### src/rtl/sdram_port_arbiter_if.sv
// Requester/sequencer bundle for the SDRAM port arbiter.
// The arbiter takes the slave view; requesters and the sequencer take the master view.
interface sdram_port_arbiter_if #(
   parameter int AW = 24,
   parameter int DW = 16
);
   logic          vid_req;
   logic          cpu_req;
   logic          io_req;
   logic [AW-1:0] vid_addr;
   logic [AW-1:0] cpu_addr;
   logic [AW-1:0] io_addr;
   logic          cpu_we;
   logic          io_we;
   logic [DW-1:0] cpu_wdata;
   logic [DW-1:0] io_wdata;
   logic [1:0]    cpu_be;
   logic [1:0]    io_be;
   logic          vid_ack;
   logic          cpu_ack;
   logic          io_ack;
   logic [DW-1:0] rdata;
   logic          err;
   logic          mem_req;
   logic          mem_we;
   logic [AW-1:0] mem_addr;
   logic [DW-1:0] mem_wdata;
   logic [1:0]    mem_dqm;
   logic          mem_done;
   logic [DW-1:0] mem_rdata;
   logic          busy;

   modport slave (
      input  vid_req, cpu_req, io_req, vid_addr, cpu_addr, io_addr,
      input  cpu_we, io_we, cpu_wdata, io_wdata, cpu_be, io_be,
      input  mem_done, mem_rdata,
      output vid_ack, cpu_ack, io_ack, rdata, err, busy,
      output mem_req, mem_we, mem_addr, mem_wdata, mem_dqm
   );

   modport master (
      output vid_req, cpu_req, io_req, vid_addr, cpu_addr, io_addr,
      output cpu_we, io_we, cpu_wdata, io_wdata, cpu_be, io_be,
      output mem_done, mem_rdata,
      input  vid_ack, cpu_ack, io_ack, rdata, err, busy,
      input  mem_req, mem_we, mem_addr, mem_wdata, mem_dqm
   );
endinterface

### src/rtl/sdram_port_arbiter.sv
// Three-way arbiter (video, CPU, data_io) in front of the SDRAM command sequencer,
// one transaction in flight, with a watchdog that forces an error completion.
//
// state   | meaning
// S_IDLE  | sample requests, latch the winner's command
// S_ISSUE | one-cycle mem_req strobe to the sequencer
// S_WAIT  | wait for mem_done, watchdog counting
// S_DONE  | winner's ack pulse, round-robin update already applied
module sdram_port_arbiter #(
   parameter int AW      = 24,
   parameter int DW      = 16,
   parameter int TIMEOUT = 64
) (
   input  logic                clk_sys,
   input  logic                reset,
   sdram_port_arbiter_if.slave bus
);
   localparam int              CW      = $clog2(TIMEOUT);
   localparam logic [CW-1:0]   WD_LAST = CW'(TIMEOUT - 1);

   typedef enum logic [1:0] {S_IDLE, S_ISSUE, S_WAIT, S_DONE} state_t;
   typedef enum logic [1:0] {ID_VID, ID_CPU, ID_IO} id_t;

   state_t        state;
   id_t           cmd_id;
   logic          rr_io;
   logic [CW-1:0] wd_cnt;
   logic          grant_cpu;

   // CPU wins when it is the only one of the pair pending, or when rr prefers it.
   assign grant_cpu = bus.cpu_req && (!bus.io_req || !rr_io);

   always_ff @(posedge clk_sys or posedge reset) begin
      if (reset) begin
         state         <= S_IDLE;
         cmd_id        <= ID_VID;
         rr_io         <= 1'b0;
         wd_cnt        <= '0;
         bus.vid_ack   <= 1'b0;
         bus.cpu_ack   <= 1'b0;
         bus.io_ack    <= 1'b0;
         bus.rdata     <= {DW{1'b0}};
         bus.err       <= 1'b0;
         bus.busy      <= 1'b0;
         bus.mem_req   <= 1'b0;
         bus.mem_we    <= 1'b0;
         bus.mem_addr  <= {AW{1'b0}};
         bus.mem_wdata <= {DW{1'b0}};
         bus.mem_dqm   <= 2'b00;
      end else begin
         bus.vid_ack <= 1'b0;
         bus.cpu_ack <= 1'b0;
         bus.io_ack  <= 1'b0;
         bus.mem_req <= 1'b0;
         case (state)
            S_IDLE: begin
               if (bus.vid_req) begin
                  cmd_id        <= ID_VID;
                  bus.mem_we    <= 1'b0;
                  bus.mem_addr  <= bus.vid_addr;
                  bus.mem_wdata <= {DW{1'b0}};
                  bus.mem_dqm   <= 2'b00;
               end else if (grant_cpu) begin
                  cmd_id        <= ID_CPU;
                  bus.mem_we    <= bus.cpu_we;
                  bus.mem_addr  <= bus.cpu_addr;
                  bus.mem_wdata <= bus.cpu_wdata;
                  bus.mem_dqm   <= bus.cpu_we ? ~bus.cpu_be : 2'b00;
               end else if (bus.io_req) begin
                  cmd_id        <= ID_IO;
                  bus.mem_we    <= bus.io_we;
                  bus.mem_addr  <= bus.io_addr;
                  bus.mem_wdata <= bus.io_wdata;
                  bus.mem_dqm   <= bus.io_we ? ~bus.io_be : 2'b00;
               end
               if (bus.vid_req || bus.cpu_req || bus.io_req) begin
                  state       <= S_ISSUE;
                  bus.mem_req <= 1'b1;
                  bus.busy    <= 1'b1;
               end
            end
            S_ISSUE: begin
               state  <= S_WAIT;
               wd_cnt <= '0;
            end
            S_WAIT: begin
               if (bus.mem_done || wd_cnt == WD_LAST) begin
                  state       <= S_DONE;
                  bus.rdata   <= bus.mem_done ? bus.mem_rdata : {DW{1'b1}};
                  bus.err     <= !bus.mem_done;
                  bus.vid_ack <= (cmd_id == ID_VID);
                  bus.cpu_ack <= (cmd_id == ID_CPU);
                  bus.io_ack  <= (cmd_id == ID_IO);
                  if (cmd_id != ID_VID)
                     rr_io <= (cmd_id == ID_CPU);
               end else begin
                  wd_cnt <= wd_cnt + 1'b1;
               end
            end
            S_DONE: begin
               state    <= S_IDLE;
               bus.busy <= 1'b0;
            end
            default: state <= S_IDLE;
         endcase
      end
   end
endmodule

### src/flat_wrapper.sv
// flat-port wrapper written by rule: the top's interface ports become plain ports
module sdram_port_arbiter_flat 
#(
   parameter int AW      = 24,
   parameter int DW      = 16,
   parameter int TIMEOUT = 64
)
  (clk_sys, reset, bus_vid_req, bus_cpu_req, bus_io_req, bus_vid_addr, bus_cpu_addr, bus_io_addr, bus_cpu_we, bus_io_we, bus_cpu_wdata, bus_io_wdata, bus_cpu_be, bus_io_be, bus_mem_done, bus_mem_rdata, bus_vid_ack, bus_cpu_ack, bus_io_ack, bus_rdata, bus_err, bus_busy, bus_mem_req, bus_mem_we, bus_mem_addr, bus_mem_wdata, bus_mem_dqm);
  sdram_port_arbiter_if #(.AW(AW), .DW(DW)) bus_i ();
  input  logic clk_sys;
  input  logic reset;
  input wire logic [$bits(bus_i.vid_req)-1:0] bus_vid_req;
  input wire logic [$bits(bus_i.cpu_req)-1:0] bus_cpu_req;
  input wire logic [$bits(bus_i.io_req)-1:0] bus_io_req;
  input wire logic [$bits(bus_i.vid_addr)-1:0] bus_vid_addr;
  input wire logic [$bits(bus_i.cpu_addr)-1:0] bus_cpu_addr;
  input wire logic [$bits(bus_i.io_addr)-1:0] bus_io_addr;
  input wire logic [$bits(bus_i.cpu_we)-1:0] bus_cpu_we;
  input wire logic [$bits(bus_i.io_we)-1:0] bus_io_we;
  input wire logic [$bits(bus_i.cpu_wdata)-1:0] bus_cpu_wdata;
  input wire logic [$bits(bus_i.io_wdata)-1:0] bus_io_wdata;
  input wire logic [$bits(bus_i.cpu_be)-1:0] bus_cpu_be;
  input wire logic [$bits(bus_i.io_be)-1:0] bus_io_be;
  input wire logic [$bits(bus_i.mem_done)-1:0] bus_mem_done;
  input wire logic [$bits(bus_i.mem_rdata)-1:0] bus_mem_rdata;
  output wire logic [$bits(bus_i.vid_ack)-1:0] bus_vid_ack;
  output wire logic [$bits(bus_i.cpu_ack)-1:0] bus_cpu_ack;
  output wire logic [$bits(bus_i.io_ack)-1:0] bus_io_ack;
  output wire logic [$bits(bus_i.rdata)-1:0] bus_rdata;
  output wire logic [$bits(bus_i.err)-1:0] bus_err;
  output wire logic [$bits(bus_i.busy)-1:0] bus_busy;
  output wire logic [$bits(bus_i.mem_req)-1:0] bus_mem_req;
  output wire logic [$bits(bus_i.mem_we)-1:0] bus_mem_we;
  output wire logic [$bits(bus_i.mem_addr)-1:0] bus_mem_addr;
  output wire logic [$bits(bus_i.mem_wdata)-1:0] bus_mem_wdata;
  output wire logic [$bits(bus_i.mem_dqm)-1:0] bus_mem_dqm;
  assign bus_i.vid_req = bus_vid_req;
  assign bus_i.cpu_req = bus_cpu_req;
  assign bus_i.io_req = bus_io_req;
  assign bus_i.vid_addr = bus_vid_addr;
  assign bus_i.cpu_addr = bus_cpu_addr;
  assign bus_i.io_addr = bus_io_addr;
  assign bus_i.cpu_we = bus_cpu_we;
  assign bus_i.io_we = bus_io_we;
  assign bus_i.cpu_wdata = bus_cpu_wdata;
  assign bus_i.io_wdata = bus_io_wdata;
  assign bus_i.cpu_be = bus_cpu_be;
  assign bus_i.io_be = bus_io_be;
  assign bus_i.mem_done = bus_mem_done;
  assign bus_i.mem_rdata = bus_mem_rdata;
  assign bus_vid_ack = bus_i.vid_ack;
  assign bus_cpu_ack = bus_i.cpu_ack;
  assign bus_io_ack = bus_i.io_ack;
  assign bus_rdata = bus_i.rdata;
  assign bus_err = bus_i.err;
  assign bus_busy = bus_i.busy;
  assign bus_mem_req = bus_i.mem_req;
  assign bus_mem_we = bus_i.mem_we;
  assign bus_mem_addr = bus_i.mem_addr;
  assign bus_mem_wdata = bus_i.mem_wdata;
  assign bus_mem_dqm = bus_i.mem_dqm;
  sdram_port_arbiter #(.AW(AW), .DW(DW), .TIMEOUT(TIMEOUT)) u_core (.clk_sys(clk_sys), .reset(reset), .bus(bus_i));
endmodule
### config.mk
export PLATFORM = sky130hd
export DESIGN_NAME = sdram_port_arbiter_flat
export DESIGN_NICKNAME = d
export VERILOG_FILES = /design/src/rtl/sdram_port_arbiter_if.sv /design/src/rtl/sdram_port_arbiter.sv /design/src/flat_wrapper.sv
export SDC_FILE = /design/constraint.sdc
export NUM_CORES = 1
export LEC_CHECK = 0
export ABC_CLOCK_PERIOD_IN_PS = 6000
export CORE_MARGIN = 10
export CORE_UTILIZATION = 43
export CTS_BUF_LIST = sky130_fd_sc_hd__clkbuf_4
export DETAILED_ROUTE_END_ITERATION = 8
export PLACE_DENSITY_LB_ADDON = 0.25
export SYNTH_ARGS = -nofsm -noshare
export SYNTH_HDL_FRONTEND = slang
export SYNTH_SLANG_ARGS = --single-unit
### constraint.sdc
create_clock -name clk_sys -period 6 [get_ports clk_sys]
set_clock_uncertainty 0.05 [all_clocks]
set_input_delay 1.2 -clock clk_sys [delete_from_list [all_inputs] [get_ports clk_sys]]
set_output_delay 1.2 -clock clk_sys [all_outputs]
set_load 0.03 [all_outputs]
==> impl_results.md, run 1 <==
- Post-Synth Adder-Cell Area: 0.0174
- Die area: 12400 um^2
- Register area: 1900 um^2
- Width of the die: 112 um
- XOR/XNOR share of the synthesized area: 0
- DR pass1 iterations: 4
- Post-Syn Nets: 472
- Max-Slew Margin vs Limit: 0.225
- Data required time of the worst path: 6.29 ns
- GRT Overall Usage: 0.179
- Worst Hold Class: reg -> reg
- First-pass GRT wire length: 18300 um
- Worst setup path start: bus_cpu_req
- WHS Path Cells: 2
- N_diodes: 0
- Clk sinks: 76
- Clk Latency, worst-skew pair: 0.40 ns
- Largest family of logic cells by synthesized area: compound AO/OA/AOI/OAI gates
- Worst hold endpoint: u_core.bus.mem_wdata[14]$_DFFE_PP0P_
- Via/cell ratio: 5.17
- CTS root buffer: clkbuf_4
- Worst path cell trace: clkdlybuf4s50_1 > a21boi_4 > and2_1 > a22oi_1 > nand2_1
- Mux share of post-synthesis cell area: 0.0698
- Async SR Flop Fraction: 1.00
- Synth cell count leaders: dfrtp_1 (76), nand2_1 (47), a21oi_1 (28)
- IO Pins: 197
- Placed insts: 615
- Detail Placement HPWL: 8990 um
- Drt total wl: 11500 um
- Max incr delay on CP: 0.94 ns
- Fin. Hold Viols: 0
- Synth Flop Type: dfrtp_1
- Num CTS Buffers: 9
- Layout cells sized above 1: 0.0913
- Initial antenna violation count: 0
- Peak VDD IR: 0.000222 V
- Die Y: 112 um
- Fin area: 5780 um^2
- H-tree levels: 3
- # fillers: 593
- CP Class: in -> reg
- Syn. warnings: 0
- Pins over their slew limit: 0
- Post-CTS Setup Repair Bufs: 0
- Initial detailed-routing violation count: 128
- Max_cap viols: 0
- Reg-to-Reg Start: u_core.state[0]$_DFFE_PP0P_
- Global route overflow: 0
- Area contributors post-synth: dfrtp_1 (53%), mux2i_1 (6.7%), nand2_1 (4.9%)
- P_leak: 2.53 nW
- Core area: 8180 um^2
- Setup ws final: 2.66 ns
- RSZ-0062 raised after global routing: false
- Critical Path AT: 3.63 ns
- FF+latch count, synth: 76
- Setup crit start kind: input port
- Placer Congestion: 0.817
- # port buffers: 196
- Synth top area share: 0.528
- Pwr Density: 467 nW/um^2
- Endpoints failing setup: 0
- Via count: 3261
- Fin crit period: 3.34 ns
- Placement Cell Area: 5590 um^2
- Fmax: 299 MHz
- Area of the multi-input gates: 1550 um^2
- Reg-to-reg slack, setup: 3.43 ns
- Final worst-path cycle share: 0.557
- Gate Count Post-Synth: 335
- Cell taking the most area after synthesis: dfrtp_1
- DR WL/cell: 18.3 um
- Reg-to-reg endpoint: u_core.bus.mem_wdata[8]$_DFFE_PP0P_
- Overall Power: 2.70 mW
- Most common cell in the netlist: dfrtp_1
- Final Net Count: 658
- Row cnt: 33
- Starting density of the core: 0.441
- Hold_sp: u_core.bus.mem_wdata[14]$_DFFE_PP0P_
- DRC: 0
- Post-synth EDFFs: 0
- R2R depth: 6
- Total negative slack: 0 ns
- Register area share after synthesis: 0.528
- Final cell count without fillers: 631
- Post-route ant nets: 0
- Netlist cell types: 42
- Clk slew on worst S/H paths: 0.13 ns
- CTS Hold Buffers Added: 0
- Crit-path slowest cell: a21boi_4
- Post-Synth Simple-Gate Area: 0.142
- Status: finished, final reports clean
- Mapped Area: 3600 um^2
- Post-synthesis compound-gate area fraction: 0.198
- CP Capture Type: flop
- Setup WS pre-CTS: 2.20 ns
- Largest net degree at the start of global routing: 77
- Vias in the first global route: 3431
- Worst slew pin tran: 1.16 ns
- Area Growth Syn to Fin: 60.3%
- Max clock buf depth: 2
- Post-CTS Resized: 0
- Syn_area_per_cell: 10.8 um^2
- CTS tree: built
- CP max FO: 31
## worst max-delay path by stage
stage | cells past startpoint | slack [ns] | to
2_1_floorplan | 1 | 2.81 | u_core.bus.busy$_DFFE_PP0P_
3_3_place_gp | 5 | 2.31 | u_core.bus.mem_wdata[1]$_DFFE_PP0P_
3_5_place_dp | 5 | 2.20 | u_core.bus.mem_wdata[8]$_DFFE_PP0P_
4_1_cts | 5 | 2.65 | u_core.bus.mem_wdata[8]$_DFFE_PP0P_
5_1_grt | 5 | 2.48 | u_core.bus.mem_wdata[6]$_DFFE_PP0P_
6_report | 5 | 2.66 | u_core.bus.mem_wdata[8]$_DFFE_PP0P_
## logic make-up after synthesis
logic type,Yosys count
AO/OA/AOI/OAI,101
AND/OR/NAND/NOR,97
flip-flops,76
buffers and inverters,31
multiplexers,25
adder cells (fa/ha/maj),5
## layout by cell type, fill, tap and decap left out, types with 2 or more instances in the layout
| master | count |
|---|---|
| inv_1 | 6 |
| buf_4 | 2 |
| and4b_2 | 2 |
| nor3_1 | 2 |
| and3_1 | 20 |
| clkbuf_4 | 9 |
| clkdlybuf4s50_1 | 196 |
| o21ai_0 | 24 |
| a221o_1 | 5 |
| a22oi_1 | 15 |
| mux2i_1 | 24 |
| inv_6 | 2 |
| nor2_1 | 4 |
| nand2b_1 | 4 |
| nor3b_1 | 3 |
| nand2_1 | 47 |
| clkinvlp_4 | 2 |
| a21o_1 | 2 |
| nor2b_1 | 2 |
| bufinv_16 | 3 |
| a31oi_1 | 3 |
| nand3b_1 | 5 |
| ha_1 | 5 |
| dfrtp_1 | 76 |
| o22a_2 | 16 |
| a21oi_1 | 28 |
## power breakdown
group	switching (mW)	internal, mW
sequential	0.132	0.734
clock	0.188	0.214
combinational	0.808	0.622
## state kept, by name (all words and copies together), names as in the netlist
signal                flops
u_core.bus.busy           1
u_core.bus.cpu_ack        1
u_core.bus.err            1
u_core.bus.io_ack         1
u_core.bus.mem_addr      24
u_core.bus.mem_dqm        2
u_core.bus.mem_req        1
u_core.bus.mem_wdata     16
u_core.bus.mem_we         1
u_core.bus.rdata         16
u_core.bus.vid_ack        1
u_core.cmd_id             2
u_core.rr_io              1
u_core.state              2
u_core.wd_cnt             6
## cell type report
cell class              instances  area share
inverters                       8     0.00541
well taps                     105      0.0227
multi-input cells             228       0.267
repair buffers                198       0.342
flip-flops and latches         76       0.329
clock buffers                   9      0.0117
clock inverters                 7      0.0212
## stage by stage
stage	hold slack [ns]	utilization
detailed placement	0.405	0.683
global route	0.462	0.707
floorplan	0.395	-
global placement	0.402	0.683
CTS	0.435	0.707
finish	0.435	0.707
## worst max-delay path: cells and delay by family
| kind | cells | cell delay, ns |
|---|---|---|
| buf+inv | 1 | 0.57 |
| compound gates | 2 | 1.09 |
| simple gates | 2 | 0.76 |
## routing by layer
metal | vias to the layer above | share of wire | wire length [um] | track usage
li1 | 1583 | - | - | -
met1 | 1504 | 0.40 | 4670 | 0.209
met2 | 162 | 0.44 | 5130 | 0.269
met3 | 12 | 0.14 | 1580 | 0.111
met4 | 0 | 0.014 | 160 | 0.0531
met5 | - | 0 | 0 | 0
Note: power is estimated with default switching activity, not from simulation.
==> inputs of run 2 (changes only) <==
- ABC_CLOCK_PERIOD_IN_PS: 6000 -> 3000
- CORE_UTILIZATION: 43 -> 36
- clock period: 6 -> 3 ns (I/O delays scaled with it)
==> impl_results.md, run 2 (synthesis gave the netlist of run 1 again) <==
- Starting density of the core: 0.369 (-0.0721)
- # port buffers: 196 (unchanged)
- Final cell count without fillers: 667 (+5.7%)
- Max clock buf depth: 2 (unchanged)
- DR pass1 iterations: 4 (unchanged)
- Final Net Count: 666 (+1.2%)
- CTS root buffer: clkbuf_4
- Worst hold endpoint: u_core.bus.mem_wdata[8]$_DFFE_PP0P_
- Detail Placement HPWL: 9510 um (+5.8%)
- Total negative slack: 0 ns (unchanged)
- Post-CTS Setup Repair Bufs: 0 (unchanged)
- Die Y: 120 um (+7.6%)
- R2R depth: 7 (+1)
- Largest net degree at the start of global routing: 45 (-42%)
- Initial antenna violation count: 0 (unchanged)
- Data required time of the worst path: 3.29 ns (-3.00 ns)
- Area Growth Syn to Fin: 62.5%
- Post-Route Utilization: 0.599 (-0.107)
- Setup crit start kind: flop
- Hold_sp: u_core.bus.mem_wdata[8]$_DFFE_PP0P_
- Num CTS Buffers: 9 (unchanged)
- Pwr Density: 914 nW/um^2 (+96%)
- CP top delay family: simple AND/OR/NAND/NOR gates
- Status: finished, final reports clean
- Fin. Hold Viols: 0 (unchanged)
- Largest registers: u_core.bus.mem_addr x24, u_core.bus.mem_wdata x16, u_core.bus.rdata x16
- Fin area: 5860 um^2 (+1.4%)
- CTS Hold Buffers Added: 0 (unchanged)
- DRC: 0 (unchanged)
- Worst path cell trace: inv_1 > ha_1 > buf_4 > nor2b_1 > and3_1 > a22oi_1 > nand2_1
- Setup ws final: 0.724 ns (-1.93 ns)
- Most common cell after layout, fill and taps aside: clkdlybuf4s50_1
- Fmax: 439 MHz
- Final worst-path cycle share: 0.759
- Fin crit period: 2.28 ns
- Post-CTS Resized: 0 (unchanged)
- CP Capture Type: flop
- Reg-to-reg endpoint: u_core.bus.mem_wdata[5]$_DFFE_PP0P_
- Endpoints failing setup: 0 (unchanged)
- Most frequent cells in the layout: clkdlybuf4s50_1 (196), dfrtp_1 (76), nand2_1 (47)
- P_leak: 2.57 nW (+1.4%)
- Most flops, register: u_core.bus.mem_addr
- Vias in the first global route: 3635 (+5.9%)
- Layout cells sized above 1: 0.103 (+0.0117)
- Worst Hold Class: reg -> reg
- Clk sinks: 76 (unchanged)
- H-tree levels: 3 (unchanged)
- Placement Cell Area: 5690 um^2 (+1.9%)
- Critical Path AT: 2.57 ns (-1.06 ns)
- Reg-to-Reg Start: u_core.state[0]$_DFFE_PP0P_
- CP Class: reg -> reg
- CP Buf/Inv Count: 2 (+1)
- Setup WS pre-CTS: 0.584 ns (-1.62 ns)
- Row cnt: 36 (+9.1%)
- Initial detailed-routing violation count: 167 (+30%)
- Reg-to-reg slack, setup: 0.72 ns (-2.71 ns)
- Clk slew on worst S/H paths: 0.13 ns (about the same)
- Max_cap viols: 0 (unchanged)
- Core area: 9770 um^2 (+20%)
- GRT Overall Usage: 0.160 (-0.0192)
- Die area: 14400 um^2 (+16%)
- Pins over their slew limit: 0 (unchanged)
- Global route overflow: 0 (unchanged)
- Via count: 3310 (+1.5%)
- RSZ-0062 raised after global routing: false
- CP max FO: 22 (-29%)
- Max reg flops: 24 (unchanged)
- WHS Path Cells: 2 (unchanged)
- Max incr delay on CP: 0.71 ns (-0.23 ns)
- Worst slew pin tran: 0.801 ns (-0.358 ns)
- Clk Latency, worst-skew pair: 0.40 ns (about the same)
- Width of the die: 120 um (+7.6%)
- DR WL/cell: 17.9 um (-2.0%)
- Drt total wl: 12000 um (+3.6%)
- Crit-path slowest cell: and3_1
- Via/cell ratio: 4.96 (-4.0%)
- First-pass GRT wire length: 18900 um (+3.1%)
- Max-Slew Margin vs Limit: 0.466 (+0.241)
- Peak VDD IR: 0.000341 V (+53%)
- Placed insts: 651 (+5.9%)
- N_diodes: 0 (unchanged)
- Post-route ant nets: 0 (unchanged)
- CTS tree: built
- IO Pins: 197 (unchanged)
- Placer Congestion: 0.799 (-2.3%)
==> run 2: cell count changes in the layout (fill, tap and decap cells not counted), sizes merged <==
cell,before,now
bufinv,3,2
clkinv,1,3
clkinvlp,2,1
buf,2,10
==> run 2: layout make-up <==
cell class,instances,area (um^2)
multi-input cells,228,1550
well taps,133,166
inverters,8,31.3
clock inverters,7,97.6
flip-flops and latches,76,1900
fillers,849,3920
clock buffers,9,67.6
repair buffers,206,2050
==> run 2: worst min-delay path: stages, from the launching register on <==
cell     delay [ns]
dfrtp_1        0.37
nand2_1        0.05
nand2_1        0.04
==> run 2: power breakdown <==
group | total, mW | switching (mW) | leakage (nW) | internal [mW]
Combinational | 2.91 | 1.64 | 1.54 | 1.27
Sequential | 1.72 | 0.257 | 0.946 | 1.47
Clock | 0.724 | 0.381 | 0.0846 | 0.343
Total | 5.36 | 2.27 | 2.57 | 3.08
==> run 2: metal layers <==
layer	wire, um	vias up	GRT usage
li1	-	1596	-
met1	5030	1553	0.188
met2	5290	151	0.255
met3	1510	10	0.0835
met4	117	0	0.0377
met5	0	-	0
==> run 2: worst max path at each step <==
stage | startpoint | endpoint | depth (start not counted)
2_1_floorplan | reset | u_core.bus.busy$_DFFE_PP0P_ | 1
3_3_place_gp | bus_io_req | u_core.bus.mem_wdata[3]$_DFFE_PP0P_ | 4
3_5_place_dp | bus_io_req | u_core.bus.mem_wdata[2]$_DFFE_PP0P_ | 4
4_1_cts | u_core.state[0]$_DFFE_PP0P_ | u_core.bus.mem_wdata[2]$_DFFE_PP0P_ | 7
5_1_grt | u_core.state[1]$_DFFE_PP0P_ | u_core.bus.mem_wdata[2]$_DFFE_PP0P_ | 7
6_report | u_core.state[0]$_DFFE_PP0P_ | u_core.bus.mem_wdata[5]$_DFFE_PP0P_ | 7
==> run 2: per-stage QoR <==
| step | hold slack, ns | total power [mW] |
|---|---|---|
| global placement | 0.403 | 4.64 |
| floorplan | 0.395 | 3.42 |
| detailed placement | 0.406 | 4.70 |
| CTS | 0.436 | 5.44 |
| global route | 0.465 | 5.73 |
| finish | 0.429 | 5.36 |
==> inputs of run 3 (changes only) <==
- ABC_CLOCK_PERIOD_IN_PS: 3000 -> 1910
- clock period: 3 -> 1.91 ns (I/O delays scaled with it)
==> impl_results.md, run 3 (synthesis gave the netlist of run 1 again) <==
- Initial detailed-routing violation count: 121 (-28%)
- Critical Path AT: 1.40 ns (-1.17 ns)
- Endpoints failing setup: 0 (unchanged)
- Width of the die: 120 um (unchanged)
- Max-Slew Margin vs Limit: 0.699 (+0.233)
- Worst slew pin tran: 0.451 ns (-0.350 ns)
- CP max FO: 1 (-95%)
- IO Pins: 197 (unchanged)
- Die area: 14400 um^2 (unchanged)
- Placer Congestion: 0.796 (-0.29%)
- Most frequent cells in the layout: clkdlybuf4s50_1 (132), dfrtp_1 (76), nand2_1 (47)
- R2R depth: 7 (unchanged)
- Overall Power: 8.27 mW (+54%)
- Clk pwr share: 0.133 (-0.002)
- CTS root buffer: clkbuf_4
- DRC: 0 (unchanged)
- # fillers: 842 (-0.82%)
- Max clock buf depth: 2 (unchanged)
- Reg-to-reg slack, setup: 0.12 ns (-0.60 ns)
- Fmax: 546 MHz
- Global route overflow: 0 (unchanged)
- Switch Pwr: 3.56 mW (+57%)
- Clk Latency, worst-skew pair: 0.39 ns (about the same)
- Worst Hold Margin: 0.297 ns (-0.132 ns)
- Post-route ant nets: 0 (unchanged)
- H-tree levels: 3 (unchanged)
- CP Class: reg -> out
- Data required time of the worst path: 1.48 ns (-1.81 ns)
- Stages on the worst setup path: 1 (-6)
- Fin. Hold Viols: 0 (unchanged)
- Peak VDD IR: 0.000619 V (+82%)
- Max_cap viols: 0 (unchanged)
- Die Y: 120 um (unchanged)
- Reg-to-Reg Start: u_core.state[1]$_DFFE_PP0P_
- Largest registers: u_core.bus.mem_addr x24, u_core.bus.mem_wdata x16, u_core.bus.rdata x16
- Largest net degree at the start of global routing: 32 (-29%)
- CTS tree: built
- Status: finished, final reports clean
- Via/cell ratio: 4.94 (-0.44%)
- Via count: 3335 (+0.76%)
- Drt total wl: 12100 um (+1.3%)
- Row cnt: 36 (unchanged)
- Clk slew on worst S/H paths: 0.13 ns (about the same)
- CP Capture Type: output port
- Clk sinks: 76 (unchanged)
- Num CTS Buffers: 9 (unchanged)
- Detail Placement HPWL: 9660 um (+1.6%)
- Initial antenna violation count: 0 (unchanged)
- First-pass GRT wire length: 18600 um (-1.4%)
- Most flops, register: u_core.bus.mem_addr
- Max incr delay on CP: 0.68 ns (-0.03 ns)
- Vias in the first global route: 3630 (-0.14%)
- CP Buf/Inv Count: 1 (-1)
- Most common cell after layout, fill and taps aside: clkdlybuf4s50_1
- Worst Hold Class: in -> async
- Final worst-path cycle share: 0.959
- Crit-path slowest cell: clkdlybuf4s50_1
- DR pass1 iterations: 4 (unchanged)
- Sequential Power Share: 0.324 (+0.002)
- Area Growth Syn to Fin: 67.3%
- Register area: 1900 um^2 (unchanged)
- Area of the multi-input gates: 1550 um^2 (unchanged)
- Worst path cell trace: clkdlybuf4s50_1
- Setup crit start kind: flop
- Pins over their slew limit: 0 (unchanged)
- Combinational share of power: 0.543 (about the same)
- GRT Overall Usage: 0.159 (-0.000941)
- Layout cells sized above 1: 0.118 (+0.0151)
- Reg-to-reg endpoint: u_core.bus.mem_wdata[5]$_DFFE_PP0P_
- Final Net Count: 674 (+1.2%)
- CP top delay family: buffers and inverters
- Core area: 9770 um^2 (unchanged)
- N_diodes: 0 (unchanged)
- Pwr Density: 1370 nW/um^2 (+50%)
- P_leak: 3.02 nW (+18%)
- Fin crit period: 1.83 ns
- Starting density of the core: 0.369 (unchanged)
- Max reg flops: 24 (unchanged)
- # port buffers: 196 (unchanged)
- Int Power: 4.71 mW (+53%)
- DR WL/cell: 17.9 um (about the same)
- Net Sw Frac: 0.430 (+0.00598)
-- run 3: changes by cell type in the layout (fill, tap and decap cells not counted), sizes merged --
| cell | previous run | this run |
|---|---|---|
| clkbuf | 9 | 10 |
| dlymetal6s2s | 0 | 27 |
| inv | 9 | 7 |
| clkinvlp | 1 | 3 |
| dlygate4sd2 | 0 | 37 |
| clkdlybuf4s50 | 196 | 132 |
| buf | 10 | 18 |
| clkinv | 3 | 2 |
-- run 3: layout make-up --
class | instances | area share
clock buffers | 10 | 0.0125
clock inverters | 6 | 0.0147
multi-input cells | 228 | 0.256
inverters | 8 | 0.00560
repair buffers | 214 | 0.368
well taps | 133 | 0.0276
flip-flops and latches | 76 | 0.315
-- run 3: timing repair --
action                     4_1_cts  5_1_grt
setup endpoints to repair       37       28
resized for setup               37       27
hold endpoints to repair         0        0
buffers inserted                 0        1
hold buffers                     0        0
-- run 3: worst max path at each step --
| stage | start | to | slack [ns] |
|---|---|---|---|
| 6_report | u_core.bus.io_ack$_DFF_PP0_ | bus_io_ack | 0.08 |
| 5_1_grt | u_core.bus.io_ack$_DFF_PP0_ | bus_io_ack | -0.0007 |
| 4_1_cts | u_core.bus.mem_addr[10]$_DFFE_PP0P_ | bus_mem_addr[10] | 0.0004 |
| 3_5_place_dp | bus_cpu_req | u_core.bus.mem_addr[19]$_DFFE_PP0P_ | -0.1 |
| 3_3_place_gp | bus_io_req | u_core.bus.mem_addr[22]$_DFFE_PP0P_ | -0.02 |
| 2_1_floorplan | u_core.state[0]$_DFFE_PP0P_ | u_core.bus.mem_addr[13]$_DFFE_PP0P_ | 0.28 |
-- run 3: routing by layer --
| metal | GRT usage | share of wire | wire length (um) |
|---|---|---|---|
| met5 | 0 | 0 | 0 |
| met4 | 0.0324 | 0.0086 | 104 |
| met3 | 0.0900 | 0.11 | 1330 |
| met2 | 0.259 | 0.47 | 5730 |
| met1 | 0.179 | 0.41 | 4940 |
-- run 3: power by group through the flow --
stage	Sequential [mW]	Clock, mW	Combinational [mW]
floorplan	3.93	0	1.45
global placement	2.72	0	4.74
detailed placement	2.75	0	4.81
CTS	2.71	1.14	4.58
global route	2.77	1.22	4.85
finish	2.68	1.10	4.49
-- run 3: per-stage QoR --
stage / instances / setup TNS [ns] / utilization / area (um^2) / worst slack (ns)
detailed placement: 658 / -1.48 / 0.597 / 5840 / -0.0957
global placement: 658 / -0.187 / 0.597 / 5840 / -0.0217
finish: 675 / 0 / 0.617 / 6030 / 0.0781
global route: 675 / -0.000711 / 0.617 / 6030 / -0.000711
CTS: 674 / 0 / 0.609 / 5950 / 0.000406
floorplan: 335 / 0 / - / 3610 / 0.280
